===== src/rtl/adder_pkg.sv =====
// Shared definitions for the serial carry-lookahead adder.
//   state_t        : FSM states of the sequencer
//   NIB            : bits handled per step by the CLA slice
//   calc_steps()   : number of nibble steps for a given operand width
//   calc_cnt_w()   : width of the step counter for a given operand width
package adder_pkg;

  localparam int NIB = 4;

  typedef enum logic [1:0] {
    IDLE = 2'd0,
    RUN  = 2'd1,
    DONE = 2'd2
  } state_t;

  function automatic int calc_steps(input int width);
    return width / NIB;
  endfunction

  // Counter only has to reach N-1, so clog2(N) bits; never narrower than 1.
  function automatic int calc_cnt_w(input int width);
    int n;
    n = width / NIB;
    return (n > 1) ? $clog2(n) : 1;
  endfunction

endpackage


===== src/rtl/CLA.sv =====
// 4-bit carry-lookahead adder slice.
//   a, b     : nibble operands
//   carryIn  : carry into bit 0
//   sum      : nibble sum
//   carryOut : carry out of bit 3
// All carries are flattened generate/propagate terms of carryIn so no carry
// ripples through another carry bit.
module CLA (
  input  logic [3:0] a,
  input  logic [3:0] b,
  input  logic       carryIn,
  output logic [3:0] sum,
  output logic       carryOut
);

  logic [3:0] w_p;
  logic [3:0] w_g;
  logic       w_c1;
  logic       w_c2;
  logic       w_c3;
  logic       w_c4;

  assign w_p = a ^ b;
  assign w_g = a & b;

  assign w_c1 = w_g[0] | (w_p[0] & carryIn);
  assign w_c2 = w_g[1] | (w_p[1] & w_g[0]) | (w_p[1] & w_p[0] & carryIn);
  assign w_c3 = w_g[2] | (w_p[2] & w_g[1]) | (w_p[2] & w_p[1] & w_g[0])
              | (w_p[2] & w_p[1] & w_p[0] & carryIn);
  assign w_c4 = w_g[3] | (w_p[3] & w_g[2]) | (w_p[3] & w_p[2] & w_g[1])
              | (w_p[3] & w_p[2] & w_p[1] & w_g[0])
              | (w_p[3] & w_p[2] & w_p[1] & w_p[0] & carryIn);

  assign sum      = w_p ^ {w_c3, w_c2, w_c1, carryIn};
  assign carryOut = w_c4;

endmodule


===== src/rtl/serial_cla_adder.sv =====
// Multi-cycle WIDTH-bit adder that reuses one 4-bit CLA slice, one nibble
// per cycle, least-significant nibble first.
//   clk, rst_n            : clock, async active-low reset
//   in_valid / in_ready   : operand handshake (a, b, cin sampled on accept)
//   out_valid / out_ready : result handshake
//   sum, cout             : registered result, held until the next completion
//   busy                  : high while an operation is in RUN or DONE
//
// state | meaning
// IDLE  | waiting for operands, in_ready high
// RUN   | one nibble per cycle through the CLA, N cycles
// DONE  | result presented, waiting for out_ready
module serial_cla_adder
  import adder_pkg::*;
#(
  parameter int WIDTH = 32
) (
  input  logic             clk,
  input  logic             rst_n,
  input  logic             in_valid,
  output logic             in_ready,
  input  logic [WIDTH-1:0] a,
  input  logic [WIDTH-1:0] b,
  input  logic             cin,
  output logic             out_valid,
  input  logic             out_ready,
  output logic [WIDTH-1:0] sum,
  output logic             cout,
  output logic             busy
);

  localparam int            N    = calc_steps(WIDTH);
  localparam int            CW   = calc_cnt_w(WIDTH);
  localparam logic [CW-1:0] LAST = CW'(N - 1);

  state_t               r_state;
  state_t               w_state_nxt;
  logic [WIDTH-1:0]     r_a;
  logic [WIDTH-1:0]     r_b;
  // Only the upper WIDTH-NIB bits need storing: the final nibble is taken
  // straight from the CLA on the completing edge.
  logic [WIDTH-NIB-1:0] r_sum_sh;
  logic [WIDTH-1:0]     r_sum;
  logic                 r_cout;
  logic                 r_carry;
  logic [CW-1:0]        r_cnt;

  logic [NIB-1:0]       w_cla_sum;
  logic                 w_cla_cout;
  logic                 w_last;
  logic [WIDTH-1:0]     w_sum_nxt;

  CLA u_cla (
    .a        (r_a[NIB-1:0]),
    .b        (r_b[NIB-1:0]),
    .carryIn  (r_carry),
    .sum      (w_cla_sum),
    .carryOut (w_cla_cout)
  );

  assign w_last    = (r_cnt == LAST);
  assign w_sum_nxt = {w_cla_sum, r_sum_sh};

  always_ff @(posedge clk or negedge rst_n) begin
    if (!rst_n) begin
      r_state <= IDLE;
    end else begin
      r_state <= w_state_nxt;
    end
  end

  always_comb begin
    w_state_nxt = r_state;
    case (r_state)
      IDLE:    if (in_valid)  w_state_nxt = RUN;
      RUN:     if (w_last)    w_state_nxt = DONE;
      DONE:    if (out_ready) w_state_nxt = IDLE;
      default:                w_state_nxt = IDLE;
    endcase
  end

  always_ff @(posedge clk or negedge rst_n) begin
    if (!rst_n) begin
      r_a      <= '0;
      r_b      <= '0;
      r_sum_sh <= '0;
      r_sum    <= '0;
      r_cout   <= 1'b0;
      r_carry  <= 1'b0;
      r_cnt    <= '0;
    end else begin
      case (r_state)
        IDLE: begin
          if (in_valid) begin
            r_a     <= a;
            r_b     <= b;
            r_carry <= cin;
            r_cnt   <= '0;
          end
        end
        RUN: begin
          r_a      <= r_a >> NIB;
          r_b      <= r_b >> NIB;
          r_sum_sh <= w_sum_nxt[WIDTH-1:NIB];
          r_carry  <= w_cla_cout;
          r_cnt    <= r_cnt + CW'(1);
          if (w_last) begin
            r_sum  <= w_sum_nxt;
            r_cout <= w_cla_cout;
          end
        end
        default: ;
      endcase
    end
  end

  assign in_ready  = (r_state == IDLE);
  assign out_valid = (r_state == DONE);
  assign busy      = (r_state != IDLE);
  assign sum       = r_sum;
  assign cout      = r_cout;

endmodule


===== config.mk =====
export PLATFORM = sky130hd
export DESIGN_NAME = serial_cla_adder
export DESIGN_NICKNAME = d
export VERILOG_FILES = /design/src/rtl/adder_pkg.sv /design/src/rtl/CLA.sv /design/src/rtl/serial_cla_adder.sv
export SDC_FILE = /design/constraint.sdc
export NUM_CORES = 1
export LEC_CHECK = 0
export ABC_AREA = 1
export CORE_ASPECT_RATIO = 0.7
export CORE_MARGIN = 5
export CORE_UTILIZATION = 50
export CTS_BUF_LIST = sky130_fd_sc_hd__clkbuf_4
export DETAILED_ROUTE_END_ITERATION = 7
export DONT_BUFFER_PORTS = 1
export REMOVE_ABC_BUFFERS = 1
export SLEW_MARGIN = 15
export SYNTH_ARGS = -nofsm -noshare
export SYNTH_HDL_FRONTEND = slang
export SYNTH_SLANG_ARGS = --single-unit
export TNS_END_PERCENT = 100

===== constraint.sdc =====
create_clock -name clk -period 3.32 [get_ports clk]
set_input_delay 0.332 -clock clk [delete_from_list [all_inputs] [get_ports clk]]
set_output_delay 0.332 -clock clk [all_outputs]
set_load 0.01 [all_outputs]

Yosys cells after proc, flatten, opt, wreduce, memory -nomap -nowiden:

Cells that the tools add are included.

* $add $sub $neg: 1
* equal/unequal tests: 6
* muxes and demuxes: 12
* bitwise logic cells: 29
* reductions and logical operators: 6

Operators by type and width (number)
* $pmux W32 S2: 2
* $mux W32: 2
* $and A1 B1 Y1: 16
* $or A1 B1 Y1: 10
* $xor A4 B4 Y4: 2
* $mux W2: 3
* $pmux W2 S3: 1
* $pmux W3 S2: 1
* $and A4 B4 Y4: 1
* $ne A2 B2 Y1 const B: 2
* $reduce_and A2 Y1: 2
* $reduce_bool A2 Y1: 2
* $add A3 B1 Y3 const B: 1
* $eq A3 B3 Y1 const B: 1
* $mux W3: 1
* $reduce_and A3 Y1: 1
* $eq A2 B1 Y1 const B: 1
* $eq A2 B2 Y1 const B: 1
* $logic_not A2 Y1: 1
* $ne A2 B1 Y1 const B: 1
* $pmux W1 S2: 1
* $mux W1: 1

* bits in registers: 131
* input port bits: 69
* output and inout port bits: 36
* logic and storage cells: 62

Depth between registers and ports, before layout:

Gate-level depths: netlist of the first run.

* word-level depth: 7
* gate-level depth with buffers: 9
* mapped depth without buffers: 8

Hierarchy:

Synthesis of the first run repeated with hierarchy kept, for this count alone.

* cells, all modules: 801
* area, all modules: 6296.0 um2

By module, submodules not included
* serial_cla_adder: instances 1, cells each 770, area an instance 6107.1 um2, sequential area each 3278.1 um2
* CLA: instances 1, cells each 31, area an instance 188.9 um2, sequential area each 0.0 um2

Least setup slack after synthesis of the first run:

No wires, ideal clock.

* path kind: reg-to-reg
* start: register r_cnt[0]
* end: register r_sum[28] (netlist: sum[28])
* setup time: 0.129 ns
* data arrival time: 1.340 ns
* slack: 1.851 ns
* cell stages (with the launch flop): 10
* path buffers: 2
* clock period less this slack: 1.469 ns
* cells stage by stage: dfrtp_1 ha_1 ha_1 inv_1 nor2_4 inv_2 buf_2 buf_6 nand2_1 o21ai_1

* longest elaborated chain between the ends: 2

Ends and longest elaborated chain
* start, declared: line serial_cla_adder.sv:46 `logic [CW-1:0] r_cnt;`
* start signal, assigned: line serial_cla_adder.sv:106 `r_cnt <= r_cnt + CW'(1);`
* $eq A3 B3 Y1: line serial_cla_adder.sv:61 `assign w_last = (r_cnt == LAST);`
* $reduce_and A2 Y1 (no source line)
* end signal, assigned: line serial_cla_adder.sv:108 `r_sum <= w_sum_nxt;`
* end, declared: line serial_cla_adder.sv:43 `logic [WIDTH-1:0] r_sum;`

Every way passes these cells.
A chain may end at the register's enable or synchronous reset.

Final worst setup path of the first run:

* start: register r_state[0]
* end: output busy

* longest elaborated chain between the ends: 1

Ends and longest elaborated chain
* start, declared: line serial_cla_adder.sv:36 `state_t r_state;`
* start signal, assigned: line serial_cla_adder.sv:68 `r_state <= w_state_nxt;`
* $reduce_bool A2 Y1: line serial_cla_adder.sv:119 `assign busy = (r_state != IDLE);`
* end, declared: line serial_cla_adder.sv:29 `output logic busy`

Every way passes these cells.

==> results of run 1 <==
[layout make-up]
| cell class | count | area, um2 | area share |
|---|---|---|---|
| repair buffers | 81 | 813 | 0.123 |
| multi-input cells | 423 | 1950 | 0.295 |
| clock buffers | 17 | 128 | 0.0193 |
| clock inverters | 13 | 120 | 0.0181 |
| flip-flops and latches | 131 | 3280 | 0.495 |
| inverters | 37 | 139 | 0.0210 |
| well taps | 153 | 191 | 0.0289 |
[kinds of logic after synthesis]
group,synth area share
simple gates,0.173
flops,0.586
buf+inv,0.0649
fa+ha+maj,0.0170
xor+xnor,0.00157
compound gates,0.158
[power by group through the flow]
stage / Combinational [mW] / Sequential (mW) / Clock (mW)
4_1_cts: 2.25 / 2.83 / 1.02
5_1_grt: 2.62 / 2.92 / 1.09
6_report: 2.23 / 2.83 / 0.981
2_1_floorplan: 1.62 / 2.73 / 0
3_3_place_gp: 2.05 / 2.84 / 0
3_5_place_dp: 2.12 / 2.85 / 0
[Yosys cell counts, drive strengths merged]
master,number,share of area
o31ai,1,0.0013
a22o,2,0.0031
xnor2,1,0.0016
fa,1,0.0036
ha,6,0.013
o22ai,3,0.0034
nor2,65,0.045
nand4,1,0.0011
a21oi,2,0.0018
nand2,162,0.11
o21ai,161,0.15
nand3b,1,0.0013
nand3,15,0.013
clkbuf,15,0.010
inv,37,0.025
or2,1,0.0011
dfrtp,131,0.59
buf,24,0.030
a21o,1,0.0013
[path summary, 6_finish.rpt]
| path | start | end | slack (ns) |
|---|---|---|---|
| hold / removal | cin | r_carry | 0.07 |
| min in group asynchronous | rst_n | r_a[26] | 0.38 |
| setup / recovery | r_state[0] | busy | 1.22 |
| hold reg to reg | r_a[29] | r_a[29] | 0.49 |
| setup reg to reg | r_state[0] | r_a[28] | 1.26 |
| max in group asynchronous | rst_n | r_b[25] | 2.39 |
[sequential cells by signal, indices dropped and copies added, names as in the netlist]
| register | cells |
|---|---|
| r_a | 32 |
| r_b | 32 |
| sum | 32 |
| r_sum_sh | 28 |
| r_cnt | 3 |
| r_state | 2 |
| cout | 1 |
| r_carry | 1 |
[repair_timing]
item                                   CTS  global route
hold buffers                            75             0
endpoints found under the hold margin  197             0
resized for setup                        0             0
[metrics by stage]
step                hold WS [ns]  setup WS, ns  std cells
floorplan                 0.0364          1.04        591
global placement          0.0394          1.35        750
detailed placement        0.0392          1.26        750
CTS                      0.00252          1.18        855
global route              0.0505          1.03        855
finish                    0.0666          1.22        855
[critical path, stage by stage (launching register included)]
cell,delay (ns)
dfrtp_1,0.47
nor2_1,0.60
inv_1,0.19
[layer usage]
metal | global-route usage | vias to the layer above | wire [um]
li1 | - | 2168 | -
met1 | 0.277 | 2075 | 5930
met2 | 0.302 | 94 | 5690
met3 | 0.0536 | 16 | 644
met4 | 0.0705 | 0 | 202
met5 | 0 | - | 0
==> results.md, run 1 <==
* Outcome: finished clean
* Final max-slew violation count at 0
* Net Sw Frac at 0.407
* Worst-Skew Late Latency at 0.51 ns
* Setup TNS at 0 ns
* Fmax at 476 MHz
* Sequential share of power at 0.469
* Leakage power at 3.02 nW
* Via density at 5.09
* # rows at 32
* Worst slew pin tran at about 1.1 ns
* Detail Placement HPWL at between 7000 and 8000 um
* Final setup fails at 0
* Final Hold Vio Count at 0
* Root Driver: clkbuf_4
* TritonCTS clock tree: yes
* Initial antenna violation count at 0
* Hold depth at 4
* Clk pin slew, worst setup/hold paths at ~0.11 ns
* Comb power frac at 0.369
* Iteration-0 DRC Markers at between 200 and 300
* RSZ-0062 raised after global routing: false
* Vias in the first global route at 4,411
* Initial Util at 0.510
* Ys Warns at 0
* Int Power at 3.58 mW
* Netlist cell types at 28
* Most frequent cells in the layout: nand2_1 (160), dfrtp_1 (131), o21ai_0 (95), dlygate4sd3_1 (74), nor2_1 (64)
* I/O pin count at 105
* Global route overflow at 0
* First drt pass iteration count at 5
* Htree depth at 4
* Design Power at 6.03 mW
* Final worst-path cycle share at 0.633
* Sequential fraction of the synthesis area at 0.586
* Avg Cell Area, Syn at 8.88 um2
* Gate count of the mapped netlist at 630
* Filler Cell Count at between 1,000 and 1,500
* First-pass GRT wire length at approximately 21,000 um
* Largest net degree at the start of global routing at 132
* Chip height at 98.5 um
* Tot GR Track Use at 0.199
* Critical-path maximum fanout at 10
* DP Area at 0.00560 mm2
* Wire per inst at 14.6 um
* Max VDD drop at 750 uV
* Diode count at 0
* Area growth, synth to finish at 18.4%
* Gpl congestion at 0.813
* Clock skew at 0.0144 ns
* CTS Buffer Depth at 2
* CP Class: reg -> out
* Commonest non-fill, non-tap cell in the layout: nand2_1
* Die Wd at 136 um
* Worst r2r path cells at 4
* Fin util at 0.603
* Max Cap Viol at 0
* CTS Buf Count at 17
* Setup crit end kind: output pin
* Post-route cell area at 0.00662 mm2
* Share of layout cells above drive strength 1 at 0.0627
* Worst EP arrival at 1.77 ns
* Via count of the routed design at 4,353
* Share of power burned in the clock network at 0.163
* Final ANT Viol Nets at 0
* Final WL at between 10,000 and 15,000 um
* Fin crit period at ~2.1 ns
* #FFs+latches synth at 131
* Core box area at 0.0110 mm2
* Pwr per Cell Area at 911 mW/mm2
* Slew headroom at 0.252
* Worst EP required at between 2 and 3 ns
* Hold crit path type: in -> reg
* Sw Pwr at 2.46 mW
* Startpoint Class: flop
* Fin nets at 767
* Full die area at 0.0134 mm2
* Num Clock Sinks at about 130
* IO buf count at 0
* Postcts setup bufs at 0
* DRC violations left at 0
* Cell area after synthesis at 0.00559 mm2
Note: power is estimated with default switching activity, not from simulation.
==> inputs of run 2 (changes only) <==
==> constraint.sdc (replaced) <==
create_clock -name clk -period 2.2 [get_ports clk]
set_input_delay 0.22 -clock clk [delete_from_list [all_inputs] [get_ports clk]]
set_output_delay 0.22 -clock clk [all_outputs]
set_load 0.01 [all_outputs]
==> run 2 against run 1 <==
  * The flow now finishes with violations (negative hold slack)
  * Non-clock buffer count increased by 4
  * Total power grew 51%
  * Hold slack got worse by 0.66 ns
  * Global-route usage up 0.064 points
  * Cell count grew 0.35%
  * Clock power grew 48%
  * Flip-flop and latch count is the same
==> results.md, run 2 (synthesized netlist as in run 1, its figures left out) <==
* Outcome: finished, violations left
* Failing checks: negative hold slack
* Max Cap Viol at 0 (unchanged)
* CTS Buffer Depth at 2 (unchanged)
* First drt pass iteration count at 5 (unchanged)
* TritonCTS clock tree: yes
* Worst EP required at 2.57 ns (-0.42 ns)
* Root Driver: clkbuf_4
* Iteration-0 DRC Markers at 319 (+15%)
* Die Wd at 136 um (unchanged)
* Critical-path maximum fanout at 35 (+25)
* Largest net degree at the start of global routing at 132 (unchanged)
* Design Power at 9.14 mW (+51%)
* # rows at 32 (unchanged)
* Final Hold Vio Count at 131 (+131)
* Worst slew pin tran at 0.576 ns (-0.546 ns)
* Detail Placement HPWL at 7800 um (+5.9%)
* Routed met2 length at 5640 um (-0.74%)
* Startpoint Class: flop
* Wire per inst at 14.5 um (-0.22%)
* Fin crit period at 1.61 ns
* # resized after CTS at 0 (unchanged)
* Dpl ws at 0.588 ns (-0.672 ns)
* Core box area at 0.0110 mm2 (unchanged)
* Most frequent cells in the layout: nand2_1 (160), dfrtp_1 (131), o21ai_0 (95), dlygate4sd3_1 (73), nor2_1 (64)
* Gpl congestion at 0.834 (+2.7%)
* Leakage power at 3.05 nW (+1.1%)
* Area growth, synth to finish at 18.8%
* Final ANT Viol Nets at 0 (unchanged)
* Num Clock Sinks at 131 (unchanged)
* Net Sw Frac at 0.399 (-0.00842)
* Crit path from: r_cnt[0]
* Via density at 5.07 (-0.49%)
* Reg2reg start: r_cnt[0]
* Initial antenna violation count at 0 (unchanged)
* Final setup fails at 0 (unchanged)
* Full die area at 0.0134 mm2 (unchanged)
* Global route overflow at 0 (unchanged)
* CP Class: reg -> reg
* Slew headroom at 0.616 (+0.363)
* Sequential share of power at 0.466 (-0.003)
* Diode count at 0 (unchanged)
* Fin nets at 771 (+0.52%)
* First-pass GRT wire length at 21,600 um (+0.45%)
* DP Area at 0.00567 mm2 (+1.3%)
* Setup crit end kind: flop
* Final WL at 12,500 um (+0.13%)
* Sw Pwr at 3.64 mW (+48%)
* Clock skew at 0.0155 ns (+0.00113 ns)
* Via count of the routed design at 4,347 (-0.14%)
* Worst r2r path cells at 8 (+4)
* Initial Util at 0.510 (unchanged)
* Worst EP arrival at 1.98 ns (+0.21 ns)
* Clk pin slew, worst setup/hold paths at 0.10 ns (about the same)
* CTS Buf Count at 17 (unchanged)
* Htree depth at 4 (unchanged)
* Comb power frac at 0.375 (+0.006)
* IO buf count at 0 (unchanged)
* Fin util at 0.605 (+0.00194)
* Chip height at 98.5 um (unchanged)
* Tot GR Track Use at 0.199 (+0.000637)
* Final worst-path cycle share at 0.734
* Share of power burned in the clock network at 0.158 (-0.005)
* Worst-Skew Late Latency at 0.50 ns (about the same)
* RSZ-0062 raised after global routing: false
* Post-route cell area at 0.00664 mm2 (+0.32%)
* Share of layout cells above drive strength 1 at 0.0667 (+0.00399)
* Final max-slew violation count at 0 (unchanged)
* Pwr per Cell Area at 1380 mW/mm2 (+51%)
* DRC violations left at 0 (unchanged)
* Worst setup margin at 0.586 ns (-0.633 ns)
* Max VDD drop at 624 uV (-17%)
* Fmax at 620 MHz
* Int Power at 5.50 mW (+54%)
* Met3 wire length at 747 um (+16%)
* Hold crit path type: in -> async
* Top sig layer: met4
* Hold Buf Count CTS at 73 (-2.7%)
* Vias in the first global route at 4,439 (+0.63%)
* Hold WS at -0.589 ns (-0.656 ns)
* DRT met1 WL at 5910 um (-0.32%)
* I/O pin count at 105 (unchanged)
* Postcts setup bufs at 0 (unchanged)
* Commonest non-fill, non-tap cell in the layout: nand2_1
## run 2: changes by cell type in the layout (fill, tap and decap cells not counted), sizes merged
cell         previous run  this run
buf                     7        12
clkbuf                 17        19
clkinv                  7         8
clkinvlp                4         0
dlygate4sd3            74        73
## run 2: path summary, 6_finish.rpt
kind | to | slack [ns]
worst min-delay path | r_a[29] | -0.59
max in group asynchronous | r_sum_sh[7] | 2.53
min in group clk | r_state[1] | 0.38
worst max-delay path | sum[18] | 0.59
worst min register to register | r_b[29] | 0.48
worst max register to register | sum[18] | 0.59
## run 2: layout make-up
cell class              instances  area (um2)
repair buffers                 85         846
clock buffers                  19         143
clock inverters                10        93.8
flip-flops and latches        131        3280
fillers                       987        4330
multi-input cells             423        1950
well taps                     153         191
inverters                      37         139
## run 2: critical path, stage by stage (launching register included)
cell     delay [ns]
dfrtp_1        0.38
ha_1           0.16
ha_1           0.15
inv_1          0.07
nor2_4         0.26
inv_2          0.06
buf_4          0.24
nand2_1        0.09
o21ai_0        0.08
## run 2: through the flow
step,setup TNS (ns),cells
4_1_cts,0,858
5_1_grt,0,858
6_report,0,858
2_1_floorplan,-0.104,591
3_3_place_gp,0,756
3_5_place_dp,0,756
## run 2: power groups by stage
stage / clock network, mW / logic, mW / registers [mW]
after floorplan: 0 / 2.45 / 4.12
after global placement: 0 / 3.22 / 4.29
after detailed placement: 0 / 3.32 / 4.31
after CTS: 1.50 / 3.46 / 4.27
after global routing: 1.59 / 4.04 / 4.41
final: 1.45 / 3.43 / 4.26
## run 2: metal layers
metal,vias to the layer above,track usage
li1,2176,-
met1,2044,0.274
met2,108,0.306
met3,19,0.0689
met4,0,0.0511
met5,-,0
==> inputs of run 3 (changes only) <==
==> constraint.sdc (replaced) <==
create_clock -name clk -period 1.6 [get_ports clk]
set_input_delay 0.16 -clock clk [delete_from_list [all_inputs] [get_ports clk]]
set_output_delay 0.16 -clock clk [all_outputs]
set_load 0.01 [all_outputs]
==> run 3 against run 2 <==
  * The run still ends with negative hold slack left
  * Flip-flop and latch count unchanged
  * Clock-buffer cell count fell by 2
  * Hold slack got worse by 0.075 ns
  * Sequential power rose by 38%
  * Setup slack got worse by 0.51 ns
  * Combinational power rose by 42%
  * Non-clock buffer count decreased by 1
  * Total power increased by 44%
  * Sequential share of layout area is 0.96 points lower
  * Clock power rose by 68%
  * Routed wire length decreased by 0.30%
  * Register-to-register slack got worse by 0.51 ns
  * Critical endpoint is now r_b[29]
  * Largest power group unchanged
==> results.md, run 3 (synthesized netlist as in run 1, its figures left out) <==
* Outcome: finished, violations left
* Failing checks: negative hold slack
* Iteration-0 DRC Markers at 304 (-4.7%)
* Slew headroom at 0.773 (+0.157)
* Final ANT Viol Nets at 0 (unchanged)
* Comb power frac at 0.370 (-0.005)
* Clk pin slew, worst setup/hold paths at 0.12 ns (+0.02 ns)
* Flop2flop setup slack at 0.08 ns (-0.51 ns)
* Hold crit path type: in -> async
* Diode count at 0 (unchanged)
* Tot GR Track Use at 0.200 (+0.000263)
* Htree depth at 4 (unchanged)
* Int Power at 8.00 mW (+46%)
* Leakage power at 3.11 nW (+1.7%)
* Num Clock Sinks at 131 (unchanged)
* Initial antenna violation count at 0 (unchanged)
* Startpoint Class: flop
* I/O pin count at 105 (unchanged)
* Via count of the routed design at 4,330 (-0.39%)
* Via density at 5.03 (-0.62%)
* First drt pass iteration count at 5 (unchanged)
* Detail Placement HPWL at 7540 um (-3.3%)
* Non-Filler Instances at 860 (+0.23%)
* Clock skew at 0.0154 ns (-0.000107 ns)
* Max VDD drop at 943 uV (+51%)
* CP Class: reg -> reg
* Most frequent cells in the layout: nand2_1 (160), dfrtp_1 (130), o21ai_0 (95), dlygate4sd3_1 (69), nor2_1 (63)
* Area growth, synth to finish at 21.2%
* Commonest non-fill, non-tap cell in the layout: nand2_1
* CTS Buf Count at 17 (unchanged)
* Max Cap Viol at 0 (unchanged)
* Global route overflow at 0 (unchanged)
* Setup TNS at 0 ns (unchanged)
* Initial Util at 0.510 (unchanged)
* Worst EP arrival at 1.97 ns (about the same)
* Fin nets at 770 (-0.13%)
* IO buf count at 0 (unchanged)
* First-pass GRT wire length at 21,600 um (+0.22%)
* # rows at 32 (unchanged)
* Fin crit period at 1.52 ns (-0.0893 ns)
* Hold Buf Count CTS at 69 (-5.5%)
* Gpl congestion at 0.798 (-4.3%)
* DRC violations left at 0 (unchanged)
* Die Wd at 136 um (unchanged)
* Share of layout cells above drive strength 1 at 0.0835 (+0.0168)
* Setup crit end kind: flop
* Final setup fails at 0 (unchanged)
* Critical-path maximum fanout at 6 (-83%)
* Worst slew pin tran at 0.337 ns (-0.239 ns)
* Vias in the first global route at 4,377 (-1.4%)
* Chip height at 98.5 um (unchanged)
* Wire per inst at 14.5 um (-0.54%)
* Net Sw Frac at 0.392 (-0.00639)
* Final Hold Vio Count at 131 (unchanged)
* Share of power burned in the clock network at 0.185 (+0.027)
* Root Driver: clkbuf_4
* Core box area at 0.0110 mm2 (unchanged)
* Fmax at 656 MHz (+5.9%)
* Pwr per Cell Area at 1940 mW/mm2 (+41%)
* Worst-Skew Late Latency at 0.50 ns (about the same)
* Full die area at 0.0134 mm2 (unchanged)
* Sequential share of power at 0.445 (-0.021)
* Placed cells at 757 (+0.13%)
* Hold WS at -0.664 ns (-0.0750 ns)
* Sw Pwr at 5.16 mW (+42%)
* CTS Buffer Depth at 2 (unchanged)
* Largest net degree at the start of global routing at 132 (unchanged)
* Final max-slew violation count at 0 (unchanged)
* RSZ-0062 raised after global routing: false
* Final worst-path cycle share at 0.953 (+0.219)
* Final WL at 12,400 um (-0.30%)
* TritonCTS clock tree: yes
* Worst EP required at 2.05 ns (-0.52 ns)
run 3: critical path: stages (launching register included):
cell	delay, ns
dfrtp_2	0.47
nor2_4	0.14
buf_6	0.15
nand3_1	0.08
dlygate4sd3_1	0.58
nand2_1	0.07
run 3: timing repair:
item	CTS	global route
setup endpoints to repair	10	13
pin swaps	1	0
resized for setup	2	5
gates cloned	1	0
setup buffers	1	0
endpoints found under the hold margin	198	131
run 3: area by class of cell:
class / count / area, um2
timing repair buffer: 84 / 877
inverter: 37 / 139
fill: 957 / 4200
tap: 153 / 191
multi-input combinational: 423 / 1970
clock buffer: 17 / 128
clock inverter: 15 / 190
sequential: 131 / 3280
run 3: power groups by stage:
stage	Clock [mW]	Combinational [mW]	Sequential, mW
floorplan	0	3.37	5.67
global placement	0	4.51	5.89
detailed placement	0	4.63	5.90
CTS	2.51	4.86	5.85
global route	2.66	5.72	6.06
finish	2.43	4.88	5.86
run 3: path summary, 6_finish.rpt:
check                                start  depth (start not counted)      endpoint
worst max-delay path            r_state[0]                          5       r_b[29]
worst min-delay path                 rst_n                          0       r_a[30]
worst max register to register  r_state[0]                          5       r_b[29]
worst min register to register     r_b[29]                          2       r_b[29]
max in group asynchronous            rst_n                          0  r_sum_sh[25]
min in group clk                 out_ready                          2    r_state[1]
run 3: routing by layer:
layer,wire [um],GRT usage,vias up
met5,0,0,-
met4,99,0.0380,0
met3,693,0.0668,8
met2,5800,0.313,94
met1,5850,0.276,2053
li1,-,-,2175
run 3: stage by stage:
step	setup WS, ns	area, um2	util	power [mW]
after floorplan	-0.678	5370	-	9.03
after global placement	0.0570	5720	0.521	10.4
after detailed placement	-0.0434	5720	0.521	10.5
after CTS	0.0247	6750	0.616	13.2
after global routing	0.0153	6780	0.618	14.4
final	0.0752	6780	0.618	13.2
